$ cat config.mk
export PLATFORM = sky130hd
export DESIGN_NAME = hazard_ctrl
export DESIGN_NICKNAME = d
export VERILOG_FILES = /design/src/rtl/riscv_ctrl_pkg.sv /design/src/rtl/hazard_ctrl_sat_cnt32.sv /design/src/rtl/hazard_ctrl.sv
export SDC_FILE = /design/constraint.sdc
export NUM_CORES = 1
export LEC_CHECK = 0
export CAP_MARGIN = 10
export CORE_AREA = 2 2 39 41
export CTS_CLUSTER_DIAMETER = 150
export DETAILED_ROUTE_END_ITERATION = 7
export DIE_AREA = 0 0 41 43
export GPL_ROUTABILITY_DRIVEN = 0
export GPL_TIMING_DRIVEN = 0
export PLACE_DENSITY = 0.65
export SYNTH_ARGS = -nofsm -noshare
export SYNTH_HDL_FRONTEND = slang
export SYNTH_SLANG_ARGS = --single-unit
$ cat constraint.sdc
create_clock -name clk -period 3.3 [get_ports clk]
set_input_delay 0.825 -clock clk [delete_from_list [all_inputs] [get_ports clk]]
set_output_delay 0.825 -clock clk [all_outputs]
set_load 0.02 [all_outputs]
$ cat src/rtl/riscv_ctrl_pkg.sv
// Shared control-path constants: register address width, hazard FSM
// encodings, counter width and the RV32I major opcodes.
package riscv_ctrl_pkg;

  localparam int unsigned REG_ADDR_W = 5;
  localparam int unsigned STATE_W    = 2;
  localparam int unsigned CNT_W      = 32;

  // Hazard controller FSM encodings (kept as plain constants for legacy users)
  localparam logic [STATE_W-1:0] RUN    = 2'b00;
  localparam logic [STATE_W-1:0] FREEZE = 2'b01;

  // Major opcodes shared with the control path
  localparam logic [6:0] OPC_LOAD   = 7'b0000011;
  localparam logic [6:0] OPC_STORE  = 7'b0100011;
  localparam logic [6:0] OPC_BRANCH = 7'b1100011;
  localparam logic [6:0] OPC_JAL    = 7'b1101111;
  localparam logic [6:0] OPC_JALR   = 7'b1100111;
  localparam logic [6:0] OPC_OP     = 7'b0110011;
  localparam logic [6:0] OPC_OP_IMM = 7'b0010011;
  localparam logic [6:0] OPC_LUI    = 7'b0110111;
  localparam logic [6:0] OPC_AUIPC  = 7'b0010111;

endpackage

$ cat src/rtl/hazard_ctrl_sat_cnt32.sv
// sat_cnt32: 32-bit event counter with enable, synchronous active-low clear,
// holding at all-ones instead of wrapping.
module sat_cnt32
  import riscv_ctrl_pkg::*;
(
  input  logic             clk,
  input  logic             clr_n,
  input  logic             en,
  output logic [CNT_W-1:0] count
);

  logic [CNT_W-1:0] count_q;

  // Clear dominates; otherwise count enabled events until saturated
  always_ff @(posedge clk) begin
    if (!clr_n) begin
      count_q <= '0;
    end else if (en && (count_q != '1)) begin
      count_q <= count_q + 1'b1;
    end
  end

  assign count = count_q;

endmodule

$ cat src/rtl/hazard_ctrl.sv
// hazard_ctrl: pipeline hazard unit. Detects load-use hazards, flushes on
// taken branches and freezes the pipeline while data memory is busy. A branch
// resolved during a freeze is remembered and applied when the freeze ends.
// Optional performance counters are enabled with macro HAZARD_PERF_CNT_EN.
module hazard_ctrl
  import riscv_ctrl_pkg::*;
(
  input  logic                  clk,
  input  logic                  rst_n,
  input  logic [REG_ADDR_W-1:0] id_rs1,
  input  logic [REG_ADDR_W-1:0] id_rs2,
  input  logic                  id_uses_rs2,
  input  logic [REG_ADDR_W-1:0] ex_rd,
  input  logic                  ex_memread,
  input  logic                  ex_branch_taken,
  input  logic                  dmem_busy,
  output logic                  pc_write,
  output logic                  if_id_write,
  output logic                  id_ex_write,
  output logic                  if_id_flush,
  output logic                  set_control_zero,
  output logic [STATE_W-1:0]    state
`ifdef HAZARD_PERF_CNT_EN
  ,
  output logic [CNT_W-1:0]      stall_cnt,
  output logic [CNT_W-1:0]      flush_cnt,
  output logic [CNT_W-1:0]      freeze_cnt
`endif
);

  logic [STATE_W-1:0] state_q, state_d;
  logic               bp_q, bp_d;
  logic               load_use;
  logic               br;

  assign load_use = ex_memread && (ex_rd != '0) &&
                    ((ex_rd == id_rs1) || (id_uses_rs2 && (ex_rd == id_rs2)));
  assign br = ex_branch_taken | bp_q;

  // Next-state and pipeline control; any non-RUN encoding behaves as FREEZE
  always_comb begin
    state_d          = RUN;
    bp_d             = 1'b0;
    pc_write         = 1'b1;
    if_id_write      = 1'b1;
    id_ex_write      = 1'b1;
    if_id_flush      = 1'b0;
    set_control_zero = 1'b0;
    if (dmem_busy) begin
      pc_write    = 1'b0;
      if_id_write = 1'b0;
      id_ex_write = 1'b0;
      state_d     = FREEZE;
      bp_d        = (state_q == RUN) ? ex_branch_taken : (bp_q | ex_branch_taken);
    end else if (br) begin
      if_id_flush      = 1'b1;
      set_control_zero = 1'b1;
    end else if (load_use) begin
      pc_write         = 1'b0;
      if_id_write      = 1'b0;
      set_control_zero = 1'b1;
    end
    // Reset holds the pipeline with a bubble, independent of registered state
    if (!rst_n) begin
      pc_write         = 1'b0;
      if_id_write      = 1'b0;
      id_ex_write      = 1'b0;
      if_id_flush      = 1'b1;
      set_control_zero = 1'b1;
    end
  end

  // FSM state and pending-branch register
  always_ff @(posedge clk) begin
    if (!rst_n) begin
      state_q <= RUN;
      bp_q    <= 1'b0;
    end else begin
      state_q <= state_d;
      bp_q    <= bp_d;
    end
  end

  assign state = rst_n ? state_q : RUN;

`ifdef HAZARD_PERF_CNT_EN
  logic stall_hit, flush_hit;

  assign stall_hit = ~dmem_busy & ~br & load_use;
  assign flush_hit = ~dmem_busy & br;

  sat_cnt32 u_stall_cnt  (.clk(clk), .clr_n(rst_n), .en(stall_hit), .count(stall_cnt));
  sat_cnt32 u_flush_cnt  (.clk(clk), .clr_n(rst_n), .en(flush_hit), .count(flush_cnt));
  sat_cnt32 u_freeze_cnt (.clk(clk), .clr_n(rst_n), .en(dmem_busy), .count(freeze_cnt));
`endif

endmodule
Yosys cells after proc, flatten, opt, wreduce, memory -nomap -nowiden:

Index checks and enable logic that the tools add are counted.

* equal/unequal tests: 2
* multiplexer cells: 16
* bitwise logic cells: 1
* reductions and logical operators: 7

Operators by type and width (count)
* 1-bit two-way mux: 15
* 5-bit equality test: 2
* 5-bit nonzero test: 1
* 1-bit logical AND: 3
* 2-bit logical NOT: 1
* 2-bit two-way mux: 1
* 2-bit AND reduction: 1
* 1-bit logical OR: 1
* 1-bit bitwise OR: 1

* register bits: 3
* output and inout bits: 7

Longest topological paths before layout:

Gate-level depths: netlist of the first run.

* word-level depth: 8
* depth in mapped cells: 5
* gate-level depth less buffers: 4

Worst setup path after synthesis of the first run:

Ideal clock, no wire load.

* kind: input to output
* from: input port ex_rd[3]
* to: output port pc_write
* data arrival time: 2.039 ns
* data required time: 2.475 ns
* path slack: 0.436 ns
* stages on the path: 5
* cell sequence: xor2_1 nor4_2 a32oi_1 o41a_1 buf_4

* cells in the longest elaborated chain, start to end: 8
* elaborated cells between the ends (all ways): 11
* classes of those cells: 2 x eq/ne; 4 x mux; 5 x reduce/logical

RTL lines
* from (decl): line hazard_ctrl.sv:13 `input logic [REG_ADDR_W-1:0] ex_rd,`
* 5-bit equality test: line hazard_ctrl.sv:37 `((ex_rd == id_rs1) || (id_uses_rs2 && (ex_rd == id_rs2)));`
* 1-bit logical AND: line hazard_ctrl.sv:37
* 1-bit logical OR: line hazard_ctrl.sv:37
* 1-bit logical AND (*): line hazard_ctrl.sv:36 `assign load_use = ex_memread && (ex_rd != '0) &&`
* 1-bit two-way mux (*) (4 in series)
* to (decl): line hazard_ctrl.sv:17 `output logic pc_write,`

Mark *: on every way between the ends. The rest lies on a longest branch, timed or not.

Worst setup path after layout of the first run:

* from: input port id_rs2[3]
* to: output port pc_write

* cells in the longest elaborated chain, start to end: 8

RTL lines
* from (decl): line hazard_ctrl.sv:11 `input logic [REG_ADDR_W-1:0] id_rs2,`
* 5-bit equality test: line hazard_ctrl.sv:37
* 1-bit logical AND: line hazard_ctrl.sv:37
* 1-bit logical OR: line hazard_ctrl.sv:37
* 1-bit logical AND: line hazard_ctrl.sv:36
* 1-bit two-way mux: line hazard_ctrl.sv:58 `end else if (load_use) begin`
* 1-bit two-way mux: line hazard_ctrl.sv:55 `end else if (br) begin`
* 1-bit two-way mux: line hazard_ctrl.sv:49 `if (dmem_busy) begin`
* 1-bit two-way mux: line hazard_ctrl.sv:64 `if (!rst_n) begin`

No other way between the ends.

==> results of run 1 <==
-- flip-flops by register name, summed over array words and instances, names as in the netlist --
register / count
state_q: 1
bp_q: 1
-- worst max-delay path by stage --
stage          startpoint               end  slack [ns]  cells past startpoint
2_1_floorplan    ex_rd[3]          pc_write        0.44                      5
3_3_place_gp     ex_rd[3]          pc_write       -0.52                      7
3_5_place_dp     ex_rd[1]          pc_write       -0.50                      6
4_1_cts         id_rs2[3]  set_control_zero       0.002                      6
5_1_grt         id_rs2[3]          pc_write       0.004                      7
6_report        id_rs2[3]          pc_write        0.11                      7
-- layout make-up --
type                            count  share of cell area (%)
Tap cell                           16                    3.47
Multi-Input combinational cell     26                    36.7
Sequential cell                     2                    6.94
Timing Repair Buffer               27                    46.4
Buffer                              2                    2.60
Clock buffer                        3                    3.90
-- cell usage in the layout (no fill, tap or decap) --
master	count
dlygate4sd2_1	3
dlymetal6s2s_1	4
and2_1	2
o21ai_2	1
or4_1	1
xnor2_1	1
xor2_1	8
nor2_1	1
dfxtp_1	2
clkdlybuf4s15_2	1
conb_1	1
a32oi_1	1
nor3_2	1
o21bai_1	1
nor2b_1	2
xor2_2	1
a21oi_1	1
nand2_1	1
clkbuf_4	3
o41a_1	1
clkbuf_2	1
nor4_2	1
buf_4	4
o311ai_1	1
clkdlybuf4s50_1	16
-- tightest hold or removal path, stage by stage (launching register included) --
cell     delay [ns]
dfxtp_1        0.31
a21oi_1        0.06
nor2b_1        0.09
-- metal layers --
layer  vias up  routed length (µm)  share of wire, %  global-route usage (%)
li1        162                   -                 -                       -
met1       132                 269                34                    9.55
met2        25                 375                48                    16.3
met3         0                 142                18                    6.28
met4         0                   0                 0                    8.00
met5         -                   0                 0                       0
-- report_power, final --
part	internal, mW	switching [mW]	total [mW]
sequential	0.0256	0.000698	0.0263
combinational	0.0367	0.0262	0.0629
clock	0.0402	0.0143	0.0545
-- per-stage QoR --
stage | worst slack (ns) | total power [mW] | setup TNS, ns
after floorplan | 0.436 | 0.0508 | 0
after global placement | -0.525 | 0.0892 | -1.35
after detailed placement | -0.496 | 0.0902 | -1.32
after CTS | 0.00245 | 0.148 | 0
after global routing | 0.00372 | 0.153 | 0
final | 0.112 | 0.144 | 0
-- logic make-up after synthesis --
group,share of synthesized area [%]
compound gates,18.5
xor+xnor,35.0
buf+inv,6.00
flops,16.0
other cells,1.50
simple gates,23.0
-- timing repair --
action | 4_1_cts | 5_1_grt
buffers inserted | 0 | 1
gates cloned | 0 | 0
pin swaps | 2 | 3
endpoints found under the setup margin | 3 | 3
resized for setup | 15 | 8
==> results.txt, run 1 <==
R2R depth: 2
nets: 83
Vias/cell: 4.20
pwr dens: 249 nW/µm²
H-tree depth: 1
Ys Warns: 0
first-pass GRT wire length: 1.21 mm
Worst setup EP type: output port
HPWL after DPL: 679 µm
register area: 40.0 µm²
Clock Root Buffer: clkbuf_4
fin crit period: 3.19 ns
CTS max path bufs: 2
synth cell count leaders: xor2_1 (9), and2_1 (2), buf_4 (2), dfxtp_1 (2), nor2b_1 (2)
number of global-route vias before repair: 334
IO Pins: 28
clock-pin slew on the worst setup and hold paths: 0.03 ns
Crit path largest cell delay: 0.41 ns
grt ovf: 0
Slew Limit Fails: 0
critical path, cell by cell: clkdlybuf4s50_1, xor2_1, nor4_2, a32oi_1, o41a_1, buf_4, buf_4
clk sink count: 2
Synth area leader: xor2_1
Initial Util: 18.1%
Final Cell Area: 577 µm²
DP Area: 531 µm²
die height: 43 µm
Port Buffers: 26
RSZ-0062 raised after global routing: false
fin crit share: 96.6%
Antenna diodes: 0
Filler cells: 153
Critical Path RT: 2.47 ns
Crit path top cell by count: buf_4
post-route ant nets: 0
die area: 1760 µm²
placed insts: 72
CTS buffer count: 3
R2R Setup Slk: 2.67 ns
clk_skew: 0.00145 ns
DRT iter0 DRCs: 0
worst setup path category: in -> out
residual DRC count: 0
crit start category: input pin
CP max-delay cell: clkdlybuf4s50_1
number of synthesized flops with an enable pin: 0
Hold Slack: 0.496 ns
worst hold stages: 2
post-synth cell types: 18
Syn Inst Count: 30
core area: 1380 µm²
reg2reg start: bp_q
drt first pass iters: 1
syn_area_per_cell: 8.34 µm²
wire per inst: 10.4 µm
WL final: 787 µm
worst vdd ir: 0.0833 mV
worst-skew pair later-pin latency: 0.22 ns
worst hold path type: reg -> reg
layout cells sized above 1: 21.7%
Max Cap Violations: 0
Pleak: 0.263 nW
synthesized net count: 51
Crit path arrival time: 2.36 ns
Final setup viols: 0
outcome: complete, no violations
family with the most delay on the worst path: buffers and inverters
multi-input logic area: 211 µm²
Rows: 14
Final Core Density: 41.7%
GRT Util Overall: 10.6%
largest net degree at the start of global routing: 6
fmax: 314 MHz
hold endpoint: bp_q
die width: 41 µm
vias: 319
register area share after synthesis: 16.0%
Area Overhead vs Synth: 130%
Hold Fails Final Rpt: 0
Yosys reg bits: 2
ys async rst share: 0%
Post-CTS Hold Fix Bufs: 0
Post-Syn Area: 250 µm²
Layout Cells excl Fill: 76
crit path max fanout: 2
hold_sp: state_q[0]
Bufs and invs on worst path: 3
RR Endpoint: bp_q
ys flop type: dfxtp_1
Synth top area share: 31.5%
initial antenna violation count: 0
main area contributors after synthesis: xor2_1 (31%), dfxtp_1 (16%), buf_4 (6.0%)
CTS tree: built
dominant cell by count in the synthesized netlist: xor2_1
Power figures use the tool's default switching activity.
==> inputs of run 2 (changes only) <==
==> constraint.sdc (replaced) <==
create_clock -name clk -period 3.7 [get_ports clk]
set_input_delay 0.925 -clock clk [delete_from_list [all_inputs] [get_ports clk]]
set_output_delay 0.925 -clock clk [all_outputs]
set_load 0.02 [all_outputs]
==> run 2 against run 1 <==
  * Clock power shrank 11%
  * Via count shrank 0.63%
  * Final area shrank 5.6%
  * Global-route usage decreased by 0.30 points
  * Flip-flop and latch count unchanged
  * Combinational power shrank 13%
  * Wire length is 5.3% lower
  * Register-to-register slack improved by 0.39 ns
  * Clock skew hardly changed
  * Largest power group unchanged
  * Highest routed layer unchanged
==> results.txt, run 2 (synthesis gave the netlist of run 1 again) <==
core area: 1380 µm² (unchanged)
outcome: complete, no violations
RR Endpoint: bp_q
R2R depth: 2 (unchanged)
Worst setup EP type: output port
biggest regs: bp_q: 1 flops, state_q: 1 flops
fin crit period: 3.59 ns
Critical Path RT: 2.77 ns (+0.30 ns)
largest net degree at the start of global routing: 6 (unchanged)
WL final: 745 µm (-5.3%)
Vias/cell: 4.23 (+0.70%)
IO Pins: 28 (unchanged)
crit start category: input pin
GRT Util Overall: 10.3% (-0.30 points)
setup bufs post-CTS: 0 (unchanged)
Rows: 14 (unchanged)
layout cells sized above 1: 13.6% (-8.1 points)
H-tree depth: 1 (unchanged)
fmax: 279 MHz
post-route setup TNS: 0 ns (unchanged)
Critical Path End: set_control_zero
pwr dens: 233 nW/µm² (-6.5%)
wire per inst: 9.93 µm (-4.1%)
CTS max path bufs: 2 (unchanged)
clk_skew: 0.00151 ns (+0.0000630 ns)
Antenna diodes: 0 (unchanged)
die area: 1760 µm² (unchanged)
R2R Setup Slk: 3.06 ns (+0.39 ns)
number of global-route vias before repair: 341 (+2.1%)
Pleak: 0.215 nW (-18%)
CTS buffer count: 3 (unchanged)
reg2reg start: bp_q
Area Overhead vs Synth: 118%
Slew Limit Fails: 0 (unchanged)
worst hold path type: reg -> reg
CTS tree: built
Crit path arrival time: 2.66 ns (+0.30 ns)
crit path max fanout: 3 (+1)
post-route ant nets: 0 (unchanged)
die height: 43 µm (unchanged)
drt first pass iters: 1 (unchanged)
HPWL after DPL: 679 µm (unchanged)
nets: 82 (-1.2%)
CP startpoint: ex_rd[3]
first-pass GRT wire length: 1.18 mm (-2.9%)
Clock Root Buffer: clkbuf_4
worst-skew pair later-pin latency: 0.22 ns (about the same)
vias: 317 (-0.63%)
Final setup viols: 0 (unchanged)
Hold Fails Final Rpt: 0 (unchanged)
RSZ-0062 raised after global routing: false
worst setup path category: in -> out
Final Core Density: 39.3% (-2.4 points)
Hold Slack: 0.500 ns (+0.00398 ns)
die width: 41 µm (unchanged)
clock-pin slew on the worst setup and hold paths: 0.03 ns (about the same)
commonest non-fill, non-tap cell in the layout: clkdlybuf4s50_1
pre-CTS setup slack: -0.296 ns (+0.200 ns)
grt ovf: 0 (unchanged)
initial antenna violation count: 0 (unchanged)
Port Buffers: 26 (unchanged)
Initial Util: 18.1% (unchanged)
worst vdd ir: 0.0726 mV (-13%)
most frequent cells in the layout: clkdlybuf4s50_1 (23), xor2_1 (9), buf_4 (3), clkbuf_4 (3)
DRT iter0 DRCs: 0 (unchanged)
Final WS setup: 0.114 ns (+0.00259 ns)
Max Cap Violations: 0 (unchanged)
clk sink count: 2 (unchanged)
residual DRC count: 0 (unchanged)
fin crit share: 96.9%
run 2: per-stage QoR:
step | power [mW] | cell area [µm²] | std cells
detailed placement | 0.0805 | 531 | 72
global placement | 0.0796 | 531 | 72
global route | 0.135 | 544 | 75
finish | 0.127 | 544 | 75
CTS | 0.131 | 548 | 75
floorplan | 0.0453 | 250 | 30
run 2: timing repair:
item | in CTS | in global routing
endpoints found under the setup margin | 3 | 2
resized for setup | 5 | 2
pin swaps | 0 | 2
cloned | 0 | 0
hold buffers | 0 | 0
run 2: worst min-delay path by stage:
stage / from / end / slack [ns] / cells after the start
6_report: state_q[0] / bp_q / 0.50 / 2
5_1_grt: state_q[0] / bp_q / 0.54 / 2
4_1_cts: state_q[0] / bp_q / 0.50 / 2
3_5_place_dp: state_q[0] / bp_q / 0.50 / 2
3_3_place_gp: state_q[0] / bp_q / 0.49 / 2
2_1_floorplan: state_q[0] / bp_q / 0.46 / 2
run 2: where the power goes:
part | internal [mW] | switching, mW
logic | 0.0331 | 0.0216
registers | 0.0228 | 0.000665
clock network | 0.0358 | 0.0127
total | 0.0917 | 0.0350
run 2: cell type report:
type	count	area (µm²)
repair buffers	26	251
fillers	153	840
well taps	16	20.0
clock buffers	3	22.5
multi-input cells	26	195
plain buffers	2	15.0
flip-flops and latches	2	40.0
run 2: routing by layer:
layer / vias to the layer above / track usage [%] / part of all wire, %
met5: - / 0 / 0
met4: 0 / 8.00 / 0
met3: 0 / 5.76 / 19
met2: 25 / 16.3 / 50
met1: 129 / 8.92 / 31
li1: 163 / - / -
run 2: worst max-delay path, cell delays in order:
cell and delay [ns]:
clkdlybuf4s50_1 0.46, xor2_1 0.19, nor4_2 0.26, a32oi_1 0.15, o311ai_1 0.29, dlygate4sd2_1 0.38
